===== config.mk =====
export PLATFORM = sky130hd
export DESIGN_NAME = led_cmd_parser
export DESIGN_NICKNAME = d
export VERILOG_FILES = /design/src/rtl/led_cmd_pkg.sv /design/src/rtl/cmd_idle_timer.sv /design/src/rtl/led_cmd_parser.sv
export SDC_FILE = /design/constraint.sdc
export NUM_CORES = 1
export LEC_CHECK = 0
export CORE_ASPECT_RATIO = 0.7
export CORE_UTILIZATION = 41
export DETAILED_ROUTE_END_ITERATION = 12
export PLACE_DENSITY_LB_ADDON = 0.08
export SLEW_MARGIN = 10
export SYNTH_ARGS = -nofsm -noshare
export SYNTH_HDL_FRONTEND = slang
export SYNTH_SLANG_ARGS = --single-unit

===== constraint.sdc =====
create_clock -name i_clk -period 2.3 [get_ports i_clk]
set_input_delay 0.23 -clock i_clk [delete_from_list [all_inputs] [get_ports i_clk]]
set_output_delay 0.23 -clock i_clk [all_outputs]
set_load 0.01 [all_outputs]

===== src/rtl/led_cmd_pkg.sv =====
// led_cmd_pkg: shared types and ASCII constants for the LED command parser.
//   state_t  : parser FSM states
//   led_op_t : latched LED operation (clear / set / toggle)
//   CH_*     : ASCII bytes recognised by the grammar and the ack echo
package led_cmd_pkg;

  typedef enum logic [2:0] {
    IDLE,
    GOT_L,
    GOT_IDX,
    GOT_VAL,
    SKIP
  } state_t;

  typedef enum logic [1:0] {
    OP_CLR,
    OP_SET,
    OP_TOG
  } led_op_t;

  localparam logic [7:0] CH_L_UP    = 8'h4C;  // 'L'
  localparam logic [7:0] CH_L_LO    = 8'h6C;  // 'l'
  localparam logic [7:0] CH_CR      = 8'h0D;
  localparam logic [7:0] CH_LF      = 8'h0A;
  localparam logic [7:0] CH_0       = 8'h30;  // '0'
  localparam logic [7:0] CH_1       = 8'h31;  // '1'
  localparam logic [7:0] CH_T       = 8'h54;  // 'T'
  localparam logic [7:0] CH_ACK_OK  = 8'h4B;  // 'K'
  localparam logic [7:0] CH_ACK_ERR = 8'h45;  // 'E'

  function automatic logic is_eol(input logic [7:0] b);
    return (b == CH_CR) || (b == CH_LF);
  endfunction

endpackage


===== src/rtl/cmd_idle_timer.sv =====
// cmd_idle_timer: idle-cycle counter for an in-progress command.
//   i_clk, i_rst_n : clock, asynchronous active-low reset
//   i_clear        : force the count to 0 (byte accepted, or parser not mid-command)
//   i_enable       : count one idle cycle
//   o_expired      : count has reached TIMEOUT_CYCLES (saturates there)
module cmd_idle_timer #(
  parameter int unsigned TIMEOUT_CYCLES = 1_200_000
) (
  input  logic i_clk,
  input  logic i_rst_n,
  input  logic i_clear,
  input  logic i_enable,
  output logic o_expired
);

  localparam int unsigned     W        = $clog2(TIMEOUT_CYCLES + 1);
  localparam logic [W-1:0]    LP_LIMIT = W'(TIMEOUT_CYCLES);

  logic [W-1:0] r_count;

  always_ff @(posedge i_clk or negedge i_rst_n) begin
    if (!i_rst_n) begin
      r_count <= '0;
    end else if (i_clear) begin
      r_count <= '0;
    end else if (i_enable && (r_count != LP_LIMIT)) begin
      r_count <= r_count + W'(1);
    end
  end

  assign o_expired = (r_count == LP_LIMIT);

endmodule


===== src/rtl/led_cmd_parser.sv =====
// led_cmd_parser: decodes "L<n><v><EOL>" byte commands from a UART receiver
// and drives a registered LED vector.
//   i_clk, i_rst_n : clock, asynchronous active-low reset
//   i_valid/i_data : received byte strobe and byte
//   o_led          : LED state, bit 0 = LED1
//   o_cmd_strobe   : one-cycle pulse when a command is applied
//   o_err_strobe   : one-cycle pulse when a command is discarded
// Optional (macro LED_CMD_ECHO_EN):
//   o_ack_valid/o_ack_data : 'K' on apply, 'E' on error, for a UART transmitter
module led_cmd_parser
  import led_cmd_pkg::*;
#(
  parameter int unsigned NUM_LEDS       = 5,
  parameter int unsigned TIMEOUT_CYCLES = 1_200_000
) (
  input  logic                i_clk,
  input  logic                i_rst_n,
  input  logic                i_valid,
  input  logic [7:0]          i_data,
  output logic [NUM_LEDS-1:0] o_led,
  output logic                o_cmd_strobe,
  output logic                o_err_strobe
`ifdef LED_CMD_ECHO_EN
  ,
  output logic                o_ack_valid,
  output logic [7:0]          o_ack_data
`endif
);

  localparam logic [7:0]          LP_NUM = 8'(NUM_LEDS);
  localparam logic [NUM_LEDS-1:0] LP_ONE = NUM_LEDS'(1);

  state_t              r_state;
  state_t              w_state_next;
  logic [3:0]          r_idx;
  led_op_t             r_op;
  logic [NUM_LEDS-1:0] r_led;
  logic                r_cmd_strobe;
  logic                r_err_strobe;

  logic [7:0]          w_diff;
  logic                w_idx_ok;
  logic                w_val_ok;
  led_op_t             w_op;
  logic                w_is_l;
  logic                w_is_eol;
  logic                w_mid_cmd;
  logic                w_expired;
  logic                w_cmd;
  logic                w_err;
  logic                w_latch_idx;
  logic                w_latch_val;
  logic [NUM_LEDS-1:0] w_mask;

  // Byte classification. The full 8-bit difference is compared so that '0'
  // (wraps to 0xFF) and non-digit bytes are rejected as indices.
  assign w_diff   = i_data - CH_1;
  assign w_idx_ok = (w_diff < LP_NUM);
  assign w_is_l   = (i_data == CH_L_UP) || (i_data == CH_L_LO);
  assign w_is_eol = is_eol(i_data);

  always_comb begin
    w_val_ok = 1'b1;
    w_op     = OP_CLR;
    case (i_data)
      CH_0:    w_op = OP_CLR;
      CH_1:    w_op = OP_SET;
      CH_T:    w_op = OP_TOG;
      default: w_val_ok = 1'b0;
    endcase
  end

  // Idle timer runs only while a command is partially received.
  assign w_mid_cmd = (r_state == GOT_L) || (r_state == GOT_IDX) || (r_state == GOT_VAL);

  cmd_idle_timer #(
    .TIMEOUT_CYCLES(TIMEOUT_CYCLES)
  ) u_idle_timer (
    .i_clk    (i_clk),
    .i_rst_n  (i_rst_n),
    .i_clear  (!w_mid_cmd || i_valid),
    .i_enable (w_mid_cmd),
    .o_expired(w_expired)
  );

  // State register
  always_ff @(posedge i_clk or negedge i_rst_n) begin
    if (!i_rst_n) r_state <= IDLE;
    else          r_state <= w_state_next;
  end

  // Next-state logic. A byte always takes priority over a timeout.
  always_comb begin
    w_state_next = r_state;
    case (r_state)
      IDLE: begin
        if (i_valid) begin
          if (w_is_l)        w_state_next = GOT_L;
          else if (w_is_eol) w_state_next = IDLE;
          else               w_state_next = SKIP;
        end
      end
      GOT_L: begin
        if (i_valid) begin
          if (w_idx_ok)      w_state_next = GOT_IDX;
          else if (w_is_eol) w_state_next = IDLE;
          else               w_state_next = SKIP;
        end else if (w_expired) begin
          w_state_next = IDLE;
        end
      end
      GOT_IDX: begin
        if (i_valid) begin
          if (w_val_ok)      w_state_next = GOT_VAL;
          else if (w_is_eol) w_state_next = IDLE;
          else               w_state_next = SKIP;
        end else if (w_expired) begin
          w_state_next = IDLE;
        end
      end
      GOT_VAL: begin
        if (i_valid) begin
          if (w_is_eol) w_state_next = IDLE;
          else          w_state_next = SKIP;
        end else if (w_expired) begin
          w_state_next = IDLE;
        end
      end
      SKIP: begin
        if (i_valid && w_is_eol) w_state_next = IDLE;
      end
      default: w_state_next = IDLE;
    endcase
  end

  // Output decode: apply/error events and field latch enables.
  always_comb begin
    w_cmd       = 1'b0;
    w_err       = 1'b0;
    w_latch_idx = 1'b0;
    w_latch_val = 1'b0;
    case (r_state)
      IDLE: begin
        w_err = i_valid && !w_is_l && !w_is_eol;
      end
      GOT_L: begin
        w_latch_idx = i_valid && w_idx_ok;
        w_err       = i_valid ? !w_idx_ok : w_expired;
      end
      GOT_IDX: begin
        w_latch_val = i_valid && w_val_ok;
        w_err       = i_valid ? !w_val_ok : w_expired;
      end
      GOT_VAL: begin
        w_cmd = i_valid && w_is_eol;
        w_err = i_valid ? !w_is_eol : w_expired;
      end
      default: begin
        w_cmd = 1'b0;
        w_err = 1'b0;
      end
    endcase
  end

  assign w_mask = LP_ONE << r_idx;

  always_ff @(posedge i_clk or negedge i_rst_n) begin
    if (!i_rst_n) begin
      r_idx        <= '0;
      r_op         <= OP_CLR;
      r_led        <= '0;
      r_cmd_strobe <= 1'b0;
      r_err_strobe <= 1'b0;
    end else begin
      r_cmd_strobe <= w_cmd;
      r_err_strobe <= w_err;
      if (w_latch_idx) r_idx <= w_diff[3:0];
      if (w_latch_val) r_op  <= w_op;
      if (w_cmd) begin
        case (r_op)
          OP_CLR:  r_led <= r_led & ~w_mask;
          OP_SET:  r_led <= r_led | w_mask;
          OP_TOG:  r_led <= r_led ^ w_mask;
          default: r_led <= r_led;
        endcase
      end
    end
  end

  assign o_led        = r_led;
  assign o_cmd_strobe = r_cmd_strobe;
  assign o_err_strobe = r_err_strobe;

`ifdef LED_CMD_ECHO_EN
  logic       r_ack_valid;
  logic [7:0] r_ack_data;

  always_ff @(posedge i_clk or negedge i_rst_n) begin
    if (!i_rst_n) begin
      r_ack_valid <= 1'b0;
      r_ack_data  <= '0;
    end else begin
      r_ack_valid <= w_cmd || w_err;
      if (w_cmd)      r_ack_data <= CH_ACK_OK;
      else if (w_err) r_ack_data <= CH_ACK_ERR;
    end
  end

  assign o_ack_valid = r_ack_valid;
  assign o_ack_data  = r_ack_data;
`endif

endmodule

==> impl_metrics.py, run 1 <==
metrics = {
    "route": {
        "post-route-drc-count": 0,
        "vias": 1997,
        "wl_per_cell_um": 13.9,
        "drt_iter0_markers": 137,
        "drtPass1Iterations": 4,
        "wirelength_mm": 5.23,
        "vias_per_cell": 5.33,
        "ant_nets": 0,
    },
    "floorplanning": {
        "die_w_um": 93.5,
        "start_util": 0.441,
        "pin_count": 18,
        "die_height_um": 66.1,
        "core-area_um2": 5450,
        "placementRows": 22,
        "die_area_um2": 6180,
    },
    "synth": {
        "postSynthCellCount": 259,
        "synth.avg_cell_area_um2": 9.28,
        "synth_fp_nets": 289,
        "yosysWarnings": 0,
        "yosysUniqueCellTypes": 48,
        "syn_area_um2": 2400,
        "synth-seq-cells": 37,
        "async_flop_share": 1.00,
        "synth-edff-count": 0,
        "seq_area_frac_synth": 0.385,
        "synth_ff_type": "dfrtp_1",
    },
    "cells_and_area": {
        "final_net_count": 332,
        "drive_gt1_frac": 0.158,
        "final_util": 0.536,
        "syn_to_final_growth_pct": 21.5,
        "insertedDiodeCount": 0,
        "fin_area_um2": 2920,
    },
    "sta": {
        "setup_violations": 0,
        "tightest_slew_ns": 0.834,
        "whs_ns": 0.0342,
        "fmax_mhz": 463,
        "min_period_ns": 2.16,
        "hold_viol": 0,
        "final.setup_skew_ns": 0.0112,
        "final.setup.tns_ns": 0,
        "max_slew_margin": 0.444,
        "drv_slew": 0,
        "fin_crit_sh": 0.939,
    },
    "critical_path": {
        "critPathKind": "input port to flop",
        "critPathMaxFanout": 5,
        "crit_start": "i_data[0]",
        "cp_data_arrival_time_ns": 2.33,
        "startpoint_type": "input port",
        "required_ns": 2.47,
        "critPathCaptureType": "flop",
        "r2r_start": "u_idle_timer.r_count[3]$_DFFE_PN0P_",
    },
    "power": {
        "p_clk_frac": 0.373,
        "switching_share": 0.248,
        "leakage_nw": 1.22,
        "power.internal_w": 0.000912,
        "ir_drop_uv": 227,
        "power_frac_seq": 0.536,
        "power_density_nw_per_um2": 415,
        "p_comb_frac": 0.090,
        "switchingPower_w": 0.000301,
        "report.power.total_w": 0.00121,
    },
    "global_routing": {
        "antenna_found_initial": 0,
        "grt-ovfl-total": 0,
        "grt_max_degree": 38,
        "first_global_vias": 1952,
        "grt_pass1_wl_mm": 9.42,
        "grtUsageTotal": 0.199,
    },
    "placement": {
        "hpwl_mm": 3.85,
        "dpl_cell_area_um2": 2820,
        "io_buffers": 17,
        "gp_congestion": 0.842,
    },
    "run": {
        "maxCapViolCount": 0,
    },
    "clock_tree": {
        "insertion_delay_ns": 0.29,
        "cts-root-buf": "clkbuf_8",
        "cts_tree": "done",
        "cts_buffers": 5,
        "clkTransAtPathRegs_ns": 0.08,
        "htree_levels": 2,
        "cts_setup_buffers": 0,
        "clkSinkCount": 37,
        "ctsLongestPathBuffers": 2,
    },
    "status": {
        "outcome": "finished, final reports clean",
    },
    "min_path": {
        "hold_path.class": "input port to async pin",
    },
}
cell usage in the layout (no fill, tap or decap), drive strengths merged, types with 2 or more instances in the layout:
cell,synthesis,layout
a21oi,19,19
a31oi,2,2
and2,2,2
and4,2,2
buf,2,29
clkbuf,7,5
clkdlybuf4s50,0,16
clkinv,0,2
dfrtp,37,37
ha,19,19
inv,16,16
mux2,3,3
mux2i,9,9
nand2,18,18
nand2b,5,5
nand3,8,8
nand3b,3,3
nand4,9,9
nor2,22,22
nor3,7,7
nor3b,4,4
nor4,9,9
nor4b,2,2
o21ai,11,11
o41ai,2,2
or3,8,8
xnor2,10,10
xor2,7,7
worst max-delay path: stages:
cell             delay (ns)
clkdlybuf4s50_1        0.46
or4_4                  0.55
a31oi_1                0.22
xor2_1                 0.14
nor4_4                 0.37
mux2_1                 0.36
kinds of logic after synthesis:
logic type | count (synthesis) | synth area share
buffers and inverters | 25 | 0.0453
DFF | 37 | 0.385
AOI/OAI and AO/OA | 44 | 0.112
and+or+nand+nor | 105 | 0.246
xor gates and xnor gates | 17 | 0.0619
muxes | 12 | 0.0515
adders and majority gates | 19 | 0.0989
power groups by stage:
stage	clock, W	combinational [W]	sequential, W
floorplan	0	0.0000429	0.000664
global placement	0	0.000110	0.000663
detailed placement	0	0.000109	0.000663
CTS	0.000468	0.000109	0.000650
global route	0.000500	0.000124	0.000651
finish	0.000453	0.000110	0.000650
what timing repair did:
item                                    CTS  global route
resized for setup                         0             4
endpoints found under the setup margin    0             5
hold buffers                              0             0
area by class of cell:
class / instances / area (um^2)
multi-input cells: 197 / 1390
inverters: 16 / 60.1
clock inverters: 3 / 17.5
repair buffers: 45 / 375
fillers: 499 / 2530
flip-flops and latches: 37 / 926
clock buffers: 5 / 68.8
well taps: 72 / 90.1
synth_stat cells, types with 2 or more instances:
master | count | area [um^2]
a21oi_1 | 19 | 95.1
a31oi_1 | 2 | 12.5
and2_1 | 2 | 12.5
and4_1 | 2 | 17.5
clkbuf_1 | 5 | 18.8
dfrtp_1 | 37 | 926
ha_1 | 19 | 238
inv_1 | 16 | 60.1
mux2_1 | 2 | 22.5
mux2i_1 | 9 | 90.1
nand2_1 | 18 | 67.6
nand2b_1 | 5 | 31.3
nand3_1 | 8 | 40.0
nand3b_1 | 3 | 22.5
nand4_1 | 9 | 56.3
nor2_1 | 22 | 82.6
nor3_1 | 7 | 35.0
nor3b_1 | 4 | 30.0
nor4_1 | 7 | 43.8
nor4b_1 | 2 | 17.5
o21ai_0 | 11 | 55.1
o41ai_1 | 2 | 17.5
or3_1 | 8 | 50.1
xnor2_1 | 10 | 87.6
xor2_1 | 7 | 61.3
registers in the layout, summed over array words and instances (netlist names):
signal / flops
r_state: 3
o_cmd_strobe: 1
o_led: 5
r_idx: 4
u_idle_timer.r_count: 21
o_err_strobe: 1
r_op: 2
metal layers:
| metal | wire length, um | global-route usage | part of all wire |
|---|---|---|---|
| met1 | 2900 | 0.307 | 0.55 |
| met2 | 2070 | 0.268 | 0.40 |
| met3 | 229 | 0.0494 | 0.044 |
| met4 | 30 | 0.0577 | 0.0057 |
| met5 | 0 | 0 | 0 |
stage by stage:
stage	cells	setup slack (ns)
6_report	375	0.141
3_5_place_dp	367	-0.273
4_1_cts	375	0.0224
2_1_floorplan	259	0.331
5_1_grt	375	-0.000164
3_3_place_gp	367	-0.181
worst paths after layout:
check	cells past startpoint	end	slack [ns]
worst max-delay path	6	r_idx[0]$_DFFE_PN0P_	0.14
worst min-delay path	1	o_led[1]$_DFFE_PN0P_	0.03
worst max register to register	5	u_idle_timer.r_count[20]$_DFFE_PN0P_	0.42
worst min register to register	1	r_idx[3]$_DFFE_PN0P_	0.55
max in group asynchronous	1	o_err_strobe$_DFF_PN0_	1.73
min in group i_clk	1	r_idx[3]$_DFFE_PN0P_	0.55
(Power assumes the default switching activity.)
==> run 2, diff against run 1 <==
- CAP_MARGIN: default -> 25
- RECOVER_POWER: default -> 25
- SLEW_MARGIN: 10 -> default
==> run 2 against run 1 <==
Against the previous run:
- the run now ends with capacitance limit, slew limit left
- register-to-register slack about the same
- critical path depth unchanged
- hold slack better by 0.46 ns
- flip-flop and latch count did not move
- critical path type unchanged
- largest power group unchanged
==> impl_metrics.py, run 2 (same netlist as run 1, synthesis figures left out) <==
metrics = {
    "cells_and_area": {
        "layout_commonest_cell": "dfrtp_1",
        "syn_to_final_growth_pct": 21.5,
        "drive_gt1_frac": 0.155,
        "regArea_um2": 926,
        "largest_reg_flops": 21,
        "fillers": 497,
        "largest-register": "u_idle_timer.r_count",
        "final_net_count": 332,
        "multi_input_area_um2": 1390,
        "fin_area_um2": 2920,
        "insertedDiodeCount": 0,
        "mostFrequentLayoutCells": "dfrtp_1 (37), buf_4 (28), nor2_1 (22)",
    },
    "floorplanning": {
        "placementRows": 22,
        "die_area_um2": 6180,
        "die_height_um": 66.1,
        "die_w_um": 93.5,
        "start_util": 0.441,
        "core-area_um2": 5450,
        "pin_count": 18,
    },
    "clock_tree": {
        "ctsLongestPathBuffers": 2,
        "insertion_delay_ns": 0.29,
        "cts-root-buf": "clkbuf_8",
        "cts_buffers": 5,
        "clkTransAtPathRegs_ns": 0.08,
        "htree_levels": 2,
        "clkSinkCount": 37,
        "cts_tree": "done",
        "cts_setup_buffers": 0,
    },
    "critical_path": {
        "r2r_start": "u_idle_timer.r_count[3]$_DFFE_PN0P_",
        "critPathCaptureType": "flop",
        "reg2reg_slack_ns": 0.42,
        "startpoint_type": "input port",
        "worstRegToRegCells": 5,
        "required_ns": 2.47,
        "crit-reg2reg-capture": "u_idle_timer.r_count[20]$_DFFE_PN0P_",
        "cp_data_arrival_time_ns": 2.33,
        "critPathKind": "input port to flop",
        "critPathMaxFanout": 5,
    },
    "min_path": {
        "hold_path.class": "input port to async pin",
    },
    "sta": {
        "final.setup_skew_ns": 0.0112,
        "tightest_slew_ns": 1.99,
        "drv_slew": 38,
        "setup_violations": 0,
        "fmax_mhz": 463,
        "min_period_ns": 2.16,
        "max_slew_margin": -0.328,
        "hold_viol": 0,
        "fin_crit_sh": 0.939,
    },
    "global_routing": {
        "grt_pass1_wl_mm": 9.42,
        "grt-ovfl-total": 0,
        "first_global_vias": 1952,
        "grtUsageTotal": 0.199,
        "grt_max_degree": 38,
        "antenna_found_initial": 0,
    },
    "route": {
        "drtPass1Iterations": 4,
        "drt_iter0_markers": 137,
        "post-route-drc-count": 0,
        "wl_per_cell_um": 13.9,
        "vias_per_cell": 5.33,
        "wirelength_mm": 5.22,
        "ant_nets": 0,
        "vias": 1997,
    },
    "placement": {
        "gp_congestion": 0.842,
        "io_buffers": 17,
        "dpl_cell_area_um2": 2820,
        "hpwl_mm": 3.85,
    },
    "status": {
        "failed_checks": "capacitance limit, slew limit",
        "outcome": "finished, violations left",
    },
    "power": {
        "report.power.total_w": 0.00121,
        "ir_drop_uv": 227,
        "leakage_nw": 1.22,
        "power_density_nw_per_um2": 415,
    },
    "run": {
        "maxCapViolCount": 1,
    },
}
==> run 2: power by group <==
group          internal [W]  switching [W]  leakage, nW
sequential         0.000650    0.000000302        0.475
combinational     0.0000521      0.0000572        0.702
clock              0.000209       0.000244       0.0439
total              0.000912       0.000301         1.22
==> run 2: worst max-delay path, cell delays in order <==
cell             delay [ns]
clkdlybuf4s50_1        0.46
or4_4                  0.55
a31oi_1                0.22
xor2_1                 0.14
nor4_4                 0.37
mux2_1                 0.36
==> run 2: layout make-up <==
class	count	area share
inverter	16	0.0206
clock buffer	5	0.0236
clock inverter	3	0.00600
timing repair buffer	45	0.128
multi-input combinational	197	0.474
tap	72	0.0308
sequential	37	0.317
==> run 2: timing repair <==
action | CTS | global route
setup endpoints to repair | 0 | 5
hold buffers | 0 | 0
gates resized for setup | 0 | 4
==> run 2: metal layers <==
layer	global-route usage	vias to the layer above	routed length, um
met4	0.0577	0	30
met3	0.0494	2	228
li1	-	1014	-
met5	0	-	0
met2	0.268	45	2070
met1	0.307	936	2900
==> run 2: metrics by stage <==
stage                     cells  setup WS, ns   util  hold slack [ns]   TNS (ns)
after global routing        375     -0.000164  0.536            0.588  -0.000164
after floorplan             259         0.331      -          -0.0656          0
after CTS                   375        0.0224  0.534           0.0612          0
after detailed placement    367        -0.273  0.518            0.381      -1.48
after global placement      367        -0.181  0.518            0.385     -0.740
final                       375         0.141  0.536            0.495          0
==> run 2: worst max path at each step <==
stage,slack [ns],endpoint,start
global route,-0.0002,r_op[0]$_DFFE_PN0P_,i_data[0]
CTS,0.02,r_idx[0]$_DFFE_PN0P_,i_data[0]
finish,0.14,r_idx[0]$_DFFE_PN0P_,i_data[0]
global placement,-0.18,r_idx[2]$_DFFE_PN0P_,i_data[0]
detailed placement,-0.27,r_idx[0]$_DFFE_PN0P_,i_data[0]
floorplan,0.33,r_idx[0]$_DFFE_PN0P_,i_data[0]
==> run 3, diff against run 2 <==
- PLACE_DENSITY: default -> 0.65
- PLACE_DENSITY_LB_ADDON: 0.08 -> default
==> run 3 against run 2 <==
Against the previous run:
- the flow still finishes with violations (capacitance limit, slew limit)
- clock skew is 0.0038 ns lower
- die area did not move
- combinational power is essentially flat
- critical path depth up 2
- global-route usage shrank 0.43 points
- critical endpoint is now r_op[1]$_DFFE_PN0P_
==> impl_metrics.py, run 3 (same netlist as run 1, synthesis figures left out) <==
metrics = {
    "status": {
        "outcome": "finished, violations left",
        "failed_checks": "capacitance limit, slew limit",
    },
    "floorplanning": {
        "pin_count": 18,
        "die_w_um": 93.5,
        "start_util": 0.441,
        "core-area_um2": 5450,
        "die_height_um": 66.1,
        "die_area_um2": 6180,
        "placementRows": 22,
    },
    "sta": {
        "drv_slew": 38,
        "rsz0062_at_grt": "true",
        "min_period_ns": 2.14,
        "setup_violations": 0,
        "tightest_slew_ns": 2.00,
        "max_slew_margin": -0.335,
        "hold_viol": 0,
        "fmax_mhz": 468,
        "fin_crit_sh": 0.929,
        "setup_ws_ns": 0.163,
        "whs_ns": 0.501,
        "final.setup_skew_ns": 0.00742,
    },
    "placement": {
        "gp_congestion": 0.812,
        "hpwl_mm": 3.78,
        "pre_cts_slack_ns": -0.294,
        "io_buffers": 17,
        "place_inst": 363,
    },
    "critical_path": {
        "required_ns": 2.48,
        "cp_data_arrival_time_ns": 2.31,
        "slowest_stage": "clkdlybuf4s50_1",
        "critPathMaxFanout": 4,
        "cpPeakStageDelay_ns": 0.45,
        "critPathKind": "input port to flop",
        "critPathCaptureType": "flop",
        "startpoint_type": "input port",
        "path_cells": "clkdlybuf4s50_1, inv_1, ha_1, nand4_1, nor4_2, o221ai_1, nor3_2, mux2_2",
    },
    "route": {
        "drtPass1Iterations": 6,
        "vias": 2013,
        "ant_nets": 0,
        "wl_per_cell_um": 14.0,
        "vias_per_cell": 5.43,
        "post-route-drc-count": 0,
        "wirelength_mm": 5.21,
        "drt_iter0_markers": 103,
    },
    "run": {
        "maxCapViolCount": 1,
    },
    "cells_and_area": {
        "syn_to_final_growth_pct": 20.2,
        "regArea_um2": 926,
        "multi_input_area_um2": 1390,
        "drive_gt1_frac": 0.140,
        "largest-register": "u_idle_timer.r_count",
        "mostFrequentLayoutCells": "dfrtp_1 (37), buf_4 (24), nor2_1 (22)",
        "final_net_count": 328,
        "finalNonFillerCells": 371,
        "insertedDiodeCount": 0,
        "layout_commonest_cell": "dfrtp_1",
        "final_util": 0.531,
        "largest_reg_flops": 21,
        "fillers": 513,
    },
    "power": {
        "leakage_nw": 1.20,
        "power_density_nw_per_um2": 417,
        "report.power.total_w": 0.00120,
        "ir_drop_uv": 188,
    },
    "clock_tree": {
        "ctsHoldBuffers": 0,
        "clkTransAtPathRegs_ns": 0.07,
        "cts_buffers": 5,
        "insertion_delay_ns": 0.29,
        "clkSinkCount": 37,
        "htree_levels": 2,
        "ctsLongestPathBuffers": 2,
        "cts_tree": "done",
        "cts-root-buf": "clkbuf_8",
        "cts_setup_buffers": 0,
    },
    "global_routing": {
        "grt_max_degree": 38,
        "grtUsageTotal": 0.195,
        "first_global_vias": 1945,
        "antenna_found_initial": 0,
        "grt_pass1_wl_mm": 9.34,
        "grt-ovfl-total": 0,
    },
    "min_path": {
        "hold_path.class": "input port to async pin",
    },
}
## run 3: cell count changes in the layout (fill, tap and decap cells not counted), sizes merged
cell / delta
clkinvlp: -1
buf: -4
clkbuf: +1
## run 3: critical path: cells and delay by family
family | cells | cell delay, ns
adder cells (fa/ha/maj) | 1 | 0.20
buffers and inverters | 2 | 0.59
AND/OR/NAND/NOR | 3 | 0.67
AO/OA/AOI/OAI | 1 | 0.28
multiplexers | 1 | 0.36
## run 3: area by class of cell
type                    instances  area share
clock inverters                 2     0.00346
flip-flops and latches         37       0.320
inverters                      16      0.0208
clock buffers                   6      0.0251
multi-input cells             197       0.480
repair buffers                 41       0.119
well taps                      72      0.0312
## run 3: final timing paths
check                                  startpoint                     end  slack [ns]  depth (start not counted)
setup / recovery                        i_data[0]     r_op[1]$_DFFE_PN0P_        0.16                          8
hold / removal                            i_rst_n    o_led[1]$_DFFE_PN0P_        0.50                          1
setup reg to reg           r_state[1]$_DFFE_PN0P_    r_idx[0]$_DFFE_PN0P_        0.37                          4
hold reg to reg              r_idx[3]$_DFFE_PN0P_    r_idx[3]$_DFFE_PN0P_        0.54                          1
max in group asynchronous                 i_rst_n  r_state[2]$_DFFE_PN0P_        0.65                          1
min in group i_clk           r_idx[3]$_DFFE_PN0P_    r_idx[3]$_DFFE_PN0P_        0.54                          1
## run 3: timing repair
action,in CTS,in global routing
endpoints found under the setup margin,1,5
gates resized for setup,1,2
pin swaps,0,1
## run 3: layer usage
metal	vias up	track usage	part of all wire
met5	-	0	0
met3	7	0.0368	0.039
met4	0	0.0635	0.013
met2	48	0.284	0.41
met1	954	0.288	0.54
li1	1004	-	-
## run 3: through the flow
stage | setup TNS (ns) | instance area, um^2
global route | -0.0391 | 2890
detailed placement | -2.11 | 2790
CTS | 0 | 2880
floorplan | 0 | 2400
finish | 0 | 2890
global placement | -1.83 | 2790
## run 3: power breakdown
group / switching, W / total, W / internal (W)
registers: 0.000000269 / 0.000651 / 0.000650
clock network: 0.000237 / 0.000448 / 0.000210
logic: 0.0000567 / 0.000106 / 0.0000497
